`src/rtl/pool.sv`:
```
// ---------------------------------------------------------------------------
// pool
// Max-pooling stage placed between the normalization block and the output
// BRAM write path. Each accepted input row (MAT_MUL_SIZE signed lanes) is
// first reduced horizontally over W adjacent lanes. The result is then reduced
// vertically over W consecutive rows. W is 1, 2 or 4 and is latched at burst
// start.
//
// Ports
//   clk                 : clock
//   resetn              : asynchronous active-low reset
//   enable_pool         : 0 forces bypass (W = 1)
//   pool_window         : 0/3 bypass, 1 = 2x2, 2 = 4x4
//   in_data_available   : input row valid, no backpressure
//   inp_data            : input row, lane i at [i*DWIDTH +: DWIDTH]
//   out_data            : registered pooled row, holds when not strobed
//   out_data_available  : one-cycle strobe per output row
//   done_pool           : high when idle with nothing held
// ---------------------------------------------------------------------------
module pool #(
    parameter int DWIDTH       = 8,
    parameter int MAT_MUL_SIZE = 4
) (
    input  logic                           clk,
    input  logic                           resetn,
    input  logic                           enable_pool,
    input  logic [1:0]                     pool_window,
    input  logic                           in_data_available,
    input  logic [MAT_MUL_SIZE*DWIDTH-1:0] inp_data,
    output logic [MAT_MUL_SIZE*DWIDTH-1:0] out_data,
    output logic                           out_data_available,
    output logic                           done_pool
);

    localparam int ROW_W = MAT_MUL_SIZE * DWIDTH;

    typedef enum logic [1:0] {IDLE, BYPASS, ACC, FLUSH} state_t;

    function automatic logic signed [DWIDTH-1:0] smax(
        input logic signed [DWIDTH-1:0] a,
        input logic signed [DWIDTH-1:0] b
    );
        return (a > b) ? a : b;
    endfunction

    // Window width is carried as W-1 (0, 1 or 3) so it fits the 2-bit counter.
    // Output lanes that have no complete group of W input lanes are zero.
    function automatic logic [ROW_W-1:0] h_reduce(
        input logic [ROW_W-1:0] row,
        input logic [1:0]       wm1
    );
        logic [ROW_W-1:0]          r;
        logic signed [DWIDTH-1:0] m;
        int                        w;
        r = '0;
        w = int'(wm1) + 1;
        for (int j = 0; j < MAT_MUL_SIZE; j++) begin
            if ((j + 1) * w <= MAT_MUL_SIZE) begin
                m = row[j*w*DWIDTH +: DWIDTH];
                for (int k = 1; k < 4; k++) begin
                    if (k < w) m = smax(m, row[(j*w+k)*DWIDTH +: DWIDTH]);
                end
                r[j*DWIDTH +: DWIDTH] = m;
            end
        end
        return r;
    endfunction

    function automatic logic [ROW_W-1:0] v_max(
        input logic [ROW_W-1:0] a,
        input logic [ROW_W-1:0] b
    );
        logic [ROW_W-1:0] r;
        for (int j = 0; j < MAT_MUL_SIZE; j++)
            r[j*DWIDTH +: DWIDTH] = smax(a[j*DWIDTH +: DWIDTH], b[j*DWIDTH +: DWIDTH]);
        return r;
    endfunction

    state_t           state, state_nxt;
    logic [1:0]       wm1_p1, wm1_nxt;
    logic [1:0]       cnt_p1, cnt_nxt;
    logic [ROW_W-1:0] run_max_p1, run_max_nxt;
    logic [ROW_W-1:0] out_row_p1, out_row_nxt;
    logic             vld_p1, vld_nxt;
    logic [1:0]       mode_wm1;
    logic [ROW_W-1:0] row_h_p0;
    logic [ROW_W-1:0] acc_row;

    always_comb begin
        mode_wm1 = 2'd0;
        if (enable_pool) begin
            case (pool_window)
                2'd1:    mode_wm1 = 2'd1;
                2'd2:    mode_wm1 = 2'd3;
                default: mode_wm1 = 2'd0;
            endcase
        end
    end

    // ---- stage p0: horizontal reduction of the incoming row ----
    // Inside a window the latched width applies; at burst start the live mode does.
    assign row_h_p0 = h_reduce(inp_data, (state == ACC) ? wm1_p1 : mode_wm1);

    always_comb begin
        state_nxt   = state;
        wm1_nxt     = wm1_p1;
        cnt_nxt     = cnt_p1;
        run_max_nxt = run_max_p1;
        out_row_nxt = out_row_p1;
        vld_nxt     = 1'b0;
        acc_row     = row_h_p0;
        case (state)
            // FLUSH accepts a new burst exactly like IDLE, so a flush and the
            // next burst's first row can land on adjacent edges.
            IDLE, FLUSH: begin
                state_nxt = IDLE;
                if (in_data_available) begin
                    wm1_nxt = mode_wm1;
                    if (mode_wm1 == 2'd0) begin
                        out_row_nxt = inp_data;
                        vld_nxt     = 1'b1;
                        state_nxt   = BYPASS;
                    end else begin
                        run_max_nxt = row_h_p0;
                        cnt_nxt     = 2'd0;
                        state_nxt   = ACC;
                    end
                end
            end
            BYPASS: begin
                if (in_data_available) begin
                    out_row_nxt = inp_data;
                    vld_nxt     = 1'b1;
                end else begin
                    state_nxt = IDLE;
                end
            end
            ACC: begin
                // cnt_p1 == wm1_p1 means the previous window just completed.
                if (in_data_available) begin
                    if (cnt_p1 == wm1_p1) begin
                        acc_row = row_h_p0;
                        cnt_nxt = 2'd0;
                    end else begin
                        acc_row = v_max(run_max_p1, row_h_p0);
                        cnt_nxt = cnt_p1 + 2'd1;
                    end
                    run_max_nxt = acc_row;
                    if (cnt_nxt == wm1_p1) begin
                        out_row_nxt = acc_row;
                        vld_nxt     = 1'b1;
                    end
                end else if (cnt_p1 == wm1_p1) begin
                    state_nxt = IDLE;
                end else begin
                    out_row_nxt = run_max_p1;
                    vld_nxt     = 1'b1;
                    state_nxt   = FLUSH;
                end
            end
            default: state_nxt = IDLE;
        endcase
    end

    // ---- stage p1: window state, running max and output register ----
    always_ff @(posedge clk or negedge resetn) begin
        if (!resetn) begin
            state      <= IDLE;
            wm1_p1     <= 2'd0;
            cnt_p1     <= 2'd0;
            run_max_p1 <= '0;
            out_row_p1 <= '0;
            vld_p1     <= 1'b0;
        end else begin
            state      <= state_nxt;
            wm1_p1     <= wm1_nxt;
            cnt_p1     <= cnt_nxt;
            run_max_p1 <= run_max_nxt;
            out_row_p1 <= out_row_nxt;
            vld_p1     <= vld_nxt;
        end
    end

    assign out_data           = out_row_p1;
    assign out_data_available = vld_p1;
    assign done_pool          = (state == IDLE);

endmodule

```
`config.mk`:
```
export PLATFORM = sky130hd
export DESIGN_NAME = pool
export DESIGN_NICKNAME = d
export VERILOG_FILES = /design/src/rtl/pool.sv
export SDC_FILE = /design/constraint.sdc
export NUM_CORES = 1
export LEC_CHECK = 0
export ABC_AREA = 1
export BUFFER_PORTS_ARGS = -buffer_cell sky130_fd_sc_hd__buf_4
export CORE_AREA = 5 5 122 124
export CTS_CLUSTER_SIZE = 16
export DETAILED_ROUTE_END_ITERATION = 16
export DIE_AREA = 0 0 127 129
export PLACE_DENSITY_LB_ADDON = 0.3
export SLEW_MARGIN = 20
export SYNTH_ARGS = -nofsm -noshare
export SYNTH_HDL_FRONTEND = slang
export SYNTH_SLANG_ARGS = --single-unit
```
`constraint.sdc`:
```
create_clock -name clk -period 12.95 [get_ports clk]
set_input_delay 1.295 -clock clk [delete_from_list [all_inputs] [get_ports clk]]
set_output_delay 1.295 -clock clk [all_outputs]
set_load 0.01 [all_outputs]
```
# Word-level counts from Yosys, hierarchy flattened
# Cells that the tools add are included.
totals:
  reg_bits: 71
  word_cells: 152
classes:
  eq_ne: 16
  n_reduce_logical: 8
  mux: 75
  shift: 12
  n_addsub: 11
  magnitude_cmp: 23
  n_mul: 1
op_table:
  columns: ["cell", "n"]
  rows:
  - ["two-way mux 32 bit", 10]
  - ["two-way mux 8 bit", 40]
  - ["> comparator 8 bit", 16]
  - ["variable part select 32 x 8 -> 8 bit", 4]
  - ["case mux 32 bit (3 select lines)", 1]
  - ["variable part select 32 x 32 -> 8 bit", 3]
  - ["variable part select 32 x 9 -> 8 bit", 3]
  - ["case mux 32 bit (2 select lines)", 1]
  - ["less-or-equal comparator 32 x 4 -> 1 bit, second input constant", 1]
  - ["variable part select 32 x 10 -> 8 bit", 1]
  - ["variable part select 32 x 7 -> 8 bit", 1]
  - ["adder 29 x 2 -> 29 bit, second input constant", 1]
  - ["adder 29 x 3 -> 29 bit, second input constant", 1]
  - ["two-way mux 2 bit", 13]
  - ["!= test 2 bit, second input constant", 7]
  - ["adder 4 x 2 -> 5 bit, second input constant", 2]
  - ["adder 3 x 2 -> 4 bit, second input constant", 2]
  - ["case mux 2 bit (2 select lines)", 2]
  - ["adder 5 x 2 -> 6 bit, second input constant", 1]
  - ["equality test 2 bit, second input constant", 3]
  - ["less-than comparator 2 x 3 -> 1 bit, first input constant", 2]
  - ["two-way mux 1 bit", 6]
  - ["case mux 2 bit (3 select lines)", 1]
  - ["adder 4 x 1 -> 5 bit, second input constant", 1]
  - ["19 further kinds", 23]

# Longest topological paths before layout
# Gate-level depths: netlist of the first run.
logic_depth:
  word_depth: 26
  mapped_depth: 54
  ltp_nobuf: 51

# Worst setup path after synthesis of the first run
# Ideal clock, no wire load.
synth_path:
  kind: "in2reg"
  from: "input port pool_window[0]"
  to: "register run_max_p1[24]"
  setup_slack_ps: 5703
  stages: 50
  required_time_ps: 12827
  setup_ps: 123
  t_arrival_ps: 7124
  path_buffers: 5
  cell_sequence: "inv_1 -> ha_1 -> inv_1 -> nand2_1 -> nand2_2 -> nand2_2 -> buf_6 -> buf_6 -> buf_6 -> ha_1 -> clkbuf_1 -> clkbuf_1 -> a21oi_1 -> nor2_1 -> inv_1 -> ha_1 -> a21oi_1 -> o21ai_0 -> [... 14 more ...] -> o21ai_0 -> nand2_1 -> nand2_1 -> nand2_1 -> nand2_1 -> nand2_1 -> ha_1 -> a21oi_1 -> a21boi_0 -> o21ai_0 -> a21oi_1 -> o21ai_0 -> nand2_1 -> inv_1 -> nand2_1 -> nand2_1 -> o21ai_0 -> nand2_1"
synth_between:
  elab_chain_cells: 25
  word_cells_on_any_way: 40
synth_lines:
  columns: ["element", "line", "text"]
  rows:
  - ["start: declaration", "27", "input logic [1:0] pool_window,"]
  - ["equality test 2 bit / equality test 2 x 1 -> 1 bit (equally long branches)", "92", "case (pool_window)"]
  - ["case mux 2 bit (2 select lines) *", "92", null]
  - ["two-way mux 2 bit *", "91", "if (enable_pool) begin"]
  - ["two-way mux 2 bit", "102", "assign row_h_p0 = h_reduce(inp_data, (state == ACC) ? wm1_p1 : mode_wm1);"]
  - ["adder 2 x 1 -> 3 bit", "56", "w = int'(wm1) + 1;"]
  - ["multiplier 2 x 3 -> 5 bit", "59, 61", null]
  - ["adder 29 x 2 -> 29 bit", "61", "if (k < w) m = smax(m, row[(j*w+k)*DWIDTH +: DWIDTH]);"]
  - ["variable part select 32 x 32 -> 8 bit", "61", null]
  - ["[... 9 more ...]", null, null]
  - ["two-way mux 8 bit", "43", "return (a > b) ? a : b;"]
  - ["two-way mux 8 bit", "61", null]
  - ["two-way mux 8 bit", "58", "if ((j + 1) * w <= MAT_MUL_SIZE) begin"]
  - ["> comparator 8 bit", "43", null]
  - ["two-way mux 8 bit", "43", null]
  - ["two-way mux 32 bit", "141", "if (cnt_p1 == wm1_p1) begin"]
  - ["two-way mux 32 bit", "140", "if (in_data_available) begin"]
  - ["case mux 32 bit (2 select lines)", "112", "case (state)"]
  - ["end signal: assignment", "178", "run_max_p1 <= run_max_nxt;"]
  - ["end: declaration", "82", "logic [ROW_W-1:0] run_max_p1, run_max_nxt;"]
# Every way passes the cells marked *; elsewhere a longest branch is shown, timed or not. The select of a mux whose other input is x is not followed.
# A chain may end at the register's enable or synchronous reset.

# Final worst setup path of the first run
layout_path:
  from: "register state[0]"
  to: "register out_row_p1[6] (netlist: out_data[6])"
layout_between:
  elab_chain_cells: 20
  word_cells_on_any_way: 33
layout_lines:
  columns: ["element", "line", "text"]
  rows:
  - ["start: declaration", "79", "state_t state, state_nxt;"]
  - ["start signal: assignment", "175", "state <= state_nxt;"]
  - ["equality test 2 bit", "102, 112", null]
  - ["two-way mux 2 bit", "102", null]
  - ["adder 2 x 1 -> 3 bit", "56", null]
  - ["less-than comparator 1 x 3 -> 1 bit", "61", null]
  - ["two-way mux 8 bit", "61", null]
  - ["two-way mux 8 bit", "58", null]
  - ["> comparator 8 bit", "43", null]
  - ["two-way mux 8 bit", "43", null]
  - ["[... 4 more ...]", null, null]
  - ["two-way mux 8 bit", "61", null]
  - ["two-way mux 8 bit", "58", null]
  - ["> comparator 8 bit", "43", null]
  - ["two-way mux 8 bit", "43", null]
  - ["two-way mux 32 bit", "141", null]
  - ["two-way mux 32 bit", "149", "if (cnt_nxt == wm1_p1) begin"]
  - ["two-way mux 32 bit", "140", null]
  - ["case mux 32 bit (3 select lines)", "112", null]
  - ["end signal: assignment", "179", "out_row_p1 <= out_row_nxt;"]
  - ["end: declaration", "83", "logic [ROW_W-1:0] out_row_p1, out_row_nxt;"]
# Parallel ways exist; a longest one is shown, timed or not. The select of a mux whose other input is x is not followed.

==> results of run 1 <==
[routing by layer]
layer | GRT usage [%] | vias to the layer above | part of all wire (%) | routed length (um)
met3 | 5.69 | 67 | 8.9 | 2290
met4 | 12.8 | 0 | 3.4 | 887
met1 | 45.2 | 4043 | 45 | 11500
met2 | 48.5 | 436 | 43 | 11100
li1 | - | 4354 | - | -
met5 | 0 | - | 0 | 0
[flip-flops by register name, indices dropped and copies added, names as in the netlist]
signal,cells
wm1_p1,2
out_data,32
run_max_p1,32
out_data_available,1
state,2
cnt_p1,2
[cells in the mapped netlist, types with 3 or more instances]
| library cell | count |
|---|---|
| nand2_2 | 4 |
| nor3_1 | 7 |
| nand3_1 | 130 |
| inv_1 | 145 |
| nand2_1 | 400 |
| clkbuf_1 | 30 |
| nor2_1 | 79 |
| dfrtp_1 | 71 |
| nor2_2 | 7 |
| a221oi_1 | 32 |
| buf_2 | 14 |
| buf_6 | 4 |
| o21a_1 | 4 |
| o21ai_0 | 52 |
| ha_1 | 98 |
| a21oi_1 | 120 |
| o221ai_1 | 7 |
| or2_2 | 8 |
| o21ai_1 | 15 |
| o211ai_2 | 3 |
| buf_1 | 4 |
| nand4_1 | 10 |
| a211oi_1 | 3 |
| a31oi_1 | 5 |
[cell families after synthesis]
logic type,Yosys count,share of synthesized area [%]
adders and majority gates,98,15.2
AOI/OAI and AO/OA,254,18.6
DFF,71,22.1
xor gates and xnor gates,2,0.218
buffers and inverters,202,10.1
and+or+nand+nor,652,33.7
[cells in the final DEF, fill, tap and decap left out, types with 7 or more instances in the layout]
cell,n
nand2_1,400
inv_1,145
nand3_1,130
a21oi_1,120
ha_1,98
buf_4,80
nor2_1,78
dfrtp_1,71
o21ai_0,52
a221oi_1,32
o21ai_1,14
nand4_1,10
clkbuf_16,9
nor2_2,8
or2_2,8
nor3_1,7
o221ai_1,7
[power by group through the flow]
stage | clock network [W] | registers (W) | logic, W
after detailed placement | 0 | 0.000416 | 0.00195
after global routing | 0.000289 | 0.000430 | 0.00227
after floorplan | 0 | 0.000422 | 0.00146
after CTS | 0.000275 | 0.000414 | 0.00196
final | 0.000275 | 0.000417 | 0.00199
after global placement | 0 | 0.000414 | 0.00192
[path summary, 6_finish.rpt]
check                        startpoint      endpoint  cells after the start
setup / recovery               state[0]   out_data[6]                     41
hold / removal             out_data[15]  out_data[15]                      2
setup reg to reg               state[0]   out_data[6]                     41
hold reg to reg            out_data[15]  out_data[15]                      2
max in group asynchronous        resetn  out_data[26]                      1
min in group asynchronous        resetn      state[1]                      1
[metrics by stage]
step | setup WS (ns) | cells | cell area (um^2) | utilization, % | total power (W)
6_report | 4.65 | 1501 | 8940 | 65.4 | 0.00269
2_1_floorplan | 5.70 | 1279 | 8050 | - | 0.00188
4_1_cts | 4.79 | 1501 | 8940 | 65.4 | 0.00265
3_3_place_gp | 4.51 | 1486 | 8630 | 63.1 | 0.00233
5_1_grt | 3.78 | 1501 | 8940 | 65.4 | 0.00298
3_5_place_dp | 4.48 | 1486 | 8630 | 63.1 | 0.00236
[tightest hold or removal path, delay by kind of cell, from the launching register on]
| family | cells | cell delay (ns) |
|---|---|---|
| flip-flops | 1 | 0.34 |
| AO/OA/AOI/OAI | 1 | 0.10 |
| AND/OR/NAND/NOR | 1 | 0.05 |
[area by class of cell]
class	count	area, um^2	area share (%)
tap	180	225	2.52
inverter	149	562	6.28
sequential	71	1780	19.9
timing repair buffer	80	601	6.72
clock buffer	11	243	2.71
clock inverter	4	70.1	0.784
multi-input combinational	1006	5460	61.1
==> results.cfg, run 1 <==
[routing]
via_count = 8900
vias_per_cell = 5.93
post_drt_wl_per_cell_um = 17.2
detail_route.iter0.violations = 911
first_pass_iters = 8
ant_nets = 0
wirelength_mm = 25.8
route.detailed.drc = 0

[logic_synthesis]
synth_cell_types = 42
avgSynthCellArea_um2 = 6.29
seq_area_frac_synth_pct = 22.1
synth_top_area_share_pct = 22.1
yosys_warnings = 10
synth_largest_area_cell = dfrtp_1
ys_ff_latch = 71
async_reset_ff_share_pct = 100
synth_area_um2 = 8050
synth_ff_type = dfrtp_1
syn-instance-count = 1279
synth.area.top_cells = dfrtp_1 (22%), nand2_1 (19%), ha_1 (15%), nand3_1 (8.1%), a21oi_1 (7.5%)
synth_edf_count = 0
synthesis.nets = 1415

[timing]
hold_viol = 0
finClkSkew_ns = 0.0104
period_share_pct = 64.1
tns_ns = 0
rsz0062_at_grt = false
clock.fmax_ghz = 0.120
slew_headroom_pct = 33.6
tightestPinTransition_ns = 0.996
setup_viol = 0
whs_ns = 0.528
fin_crit_ns = 8.30
drv_slew = 0

[clock_tree]
cts_buffer_depth = 2
cts-hold-fix-buffers = 0
cts_root_buf = clkbuf_16
post_cts_buffers = 0
clock_sink_count = 71
cts_max_level = 3
path_clk_slew_ns = 0.06
cts.repair.resized = 0
cts_inserted_buffers = 9
insertion_delay_ns = 0.36
cts_tree = done

[final_layout]
nNetsFinal = 1453
fill_cells = 1313
final_layout_size_suffix_gt1_share_pct = 9.31
area_growth_pct = 11.1
antenna_cells = 0

[power_and_ir_drop]
seq_power_share_pct = 15.5
combPwrFrac_pct = 74.3
p_clk_share_pct = 10.2
internal_power_w = 0.00118
p_leak_nw = 4.77
switching_share_pct = 56.0
ir_drop_v = 0.000234
powerDensity_nw_per_um2 = 300
p_sw_w = 0.00150

[placement]
port_buffers = 71
place_congestion = 1.05
hpwlAfterDp_mm = 19.1

[die]
ios = 72
rows = 43
core_area_um2 = 13700
initial_core_util_pct = 58.9
fp.dieW_um = 127
die_h_um = 129
dieArea_um2 = 16400

[setup_path]
critical_path_class = reg2reg
cp-start-kind = flop
critPathMaxFanout = 82
end_kind = flop
crit_top_cell = nand2_1
cp.arrival_ns = 8.57
crit_buf_inv = 7
worst_path_max_delay_cell = inv_4
required_ns = 13.22
critPathMaxStageDelay_ns = 0.63
path_delay_family = simple AND/OR/NAND/NOR gates
rrSetupSlack_ns = 4.65

[global_routing]
grt_pass1_vias = 8273
grt-ovfl-total = 0
grt_usage_pct = 32.0
grt_pass1_wl_mm = 42.0
grt_max_degree = 83
grt_antenna_before_repair = 0

[outcome]
status = complete, no violations

[min_path]
hold_path.class = reg2reg

[run]
cap_violations = 0
Power figures use the tool's default switching activity.
==> run 2, diff against run 1 <==
- CORE_AREA: 5 5 122 124 -> 5 5 126 128
- DIE_AREA: 0 0 127 129 -> 0 0 131 133
- clock period: 12.95 -> 7.02 ns (I/O delays scaled with it)
==> run 2 against run 1 <==
Hold slack got worse by 0.055 ns. First-iteration DRC count decreased by 7.4%. Cell count increased by 1.7%. Register-to-register slack got worse by 4.0 ns. Core utilization decreased by 3.1 points. Sequential power increased by 83%. Fmax increased by 31%. Highest routed layer unchanged.
==> results.cfg, run 2 (same netlist as run 1, synthesis figures left out) <==
[outcome]
status = complete, no violations

[timing]
whs_ns = 0.473
period_share_pct = 90.6
fin_crit_ns = 6.36
hold_viol = 0
tightestPinTransition_ns = 0.992
fin_ws_ns = 0.661
clock.fmax_ghz = 0.157
slew_headroom_pct = 33.8
drv_slew = 0
setup_viol = 0
finClkSkew_ns = 0.00664

[placement]
hpwlAfterDp_mm = 19.1
place_inst = 1507
place_congestion = 1.02
port_buffers = 71
pre_cts_slack_ns = 0.210

[run]
cap_violations = 0

[final_layout]
most-common-layout-cells = nand2_1 (394), inv_1 (142), nand3_1 (130)
fill_cells = 1454
area_growth_pct = 14.2
stdcell_count = 1527
fin_util_pct = 62.3
antenna_cells = 0
final_layout_size_suffix_gt1_share_pct = 11.9
nNetsFinal = 1471
final_common_cell = nand2_1

[setup_path]
end_kind = flop
required_ns = 7.26
critPathMaxStageDelay_ns = 0.40
cp.depth = 48
worst_path_max_delay_cell = dfrtp_1
cp.arrival_ns = 6.59
rrSetupSlack_ns = 0.66
crit_buf_inv = 10
reg2reg_to = run_max_p1[24]
cp-start-kind = flop
critical_path_class = reg2reg
path_delay_family = simple AND/OR/NAND/NOR gates
crit_path_start = state[0]
critPathMaxFanout = 14
ff2ff_path_depth = 48
crit_top_cell = nand2_1
reg2reg_from = state[0]
crit_end = run_max_p1[24]

[global_routing]
grt_max_degree = 82
grt_usage_pct = 29.2
grt_antenna_before_repair = 0
grt_pass1_vias = 8250
grt-ovfl-total = 0
grt_pass1_wl_mm = 40.7

[routing]
via_count = 8874
route.detailed.drc = 0
first_pass_iters = 6
detail_route.iter0.violations = 844
post_drt_wl_per_cell_um = 16.6
wirelength_mm = 25.3
vias_per_cell = 5.81
ant_nets = 0

[clock_tree]
cts_buffer_depth = 2
cts_tree = done
cts_root_buf = clkbuf_16
cts_max_level = 3
clock_sink_count = 71
cts_inserted_buffers = 9
insertion_delay_ns = 0.35
cts-hold-fix-buffers = 0
path_clk_slew_ns = 0.06

[die]
core_area_um2 = 14800
ios = 72
rows = 45
dieArea_um2 = 17400
fp.dieW_um = 131
initial_core_util_pct = 54.5
die_h_um = 133

[power_and_ir_drop]
p_sw_w = 0.00282
switching_share_pct = 54.4
internal_power_w = 0.00236
ir_drop_v = 0.000366
powerDensity_nw_per_um2 = 563
power.total_w = 0.00518
p_clk_share_pct = 11.3
p_leak_nw = 4.86
seq_power_share_pct = 14.7
combPwrFrac_pct = 74.0

[min_path]
hold_path.class = in2async
## run 2: power groups by stage
stage	Sequential [W]	Combinational, W	Clock, W
floorplan	0.000779	0.00269	0
global placement	0.000759	0.00363	0
detailed placement	0.000762	0.00369	0
CTS	0.000759	0.00372	0.000590
global route	0.000788	0.00435	0.000610
finish	0.000762	0.00383	0.000585
## run 2: routing by layer
metal	GRT usage (%)	share of wire, %	vias up
met2	45.5	46	373
met3	4.08	7.4	55
li1	-	-	4382
met1	40.2	44	4064
met4	12.2	3.1	0
met5	0	0	-
## run 2: final cells by class
type / instances / area (um^2) / area share, %
tap: 188 / 235 / 2.56
inverter: 149 / 573 / 6.23
timing repair buffer: 98 / 739 / 8.05
clock inverter: 5 / 129 / 1.40
clock buffer: 10 / 239 / 2.60
multi-input combinational: 1006 / 5500 / 59.8
sequential: 71 / 1780 / 19.3
## run 2: stage by stage
stage	instance area (um^2)	setup TNS (ns)
floorplan	8050	0
global placement	8740	0
detailed placement	8740	0
CTS	9100	0
global route	9190	-0.00472
finish	9190	0
## run 2: worst register-to-register path: cells and delay by family, from the launching register on
kind,cells,cell delay (ns)
compound gates,11,1.41
fa+ha+maj,4,1.15
buf+inv,10,1.47
flops,1,0.40
simple gates,23,1.82
## run 2: repair_timing
action,in CTS,in global routing
buffers inserted,0,5
endpoints found under the setup margin,0,32
gates resized for setup,0,19
## run 2: worst min path at each step
stage	endpoint	cells past startpoint	from
6_report	out_data_available	1	resetn
3_5_place_dp	out_data[22]	2	out_data[22]
4_1_cts	state[1]	1	resetn
5_1_grt	out_data[16]	2	out_data[16]
2_1_floorplan	cnt_p1[0]	0	resetn
3_3_place_gp	run_max_p1[8]	2	run_max_p1[8]
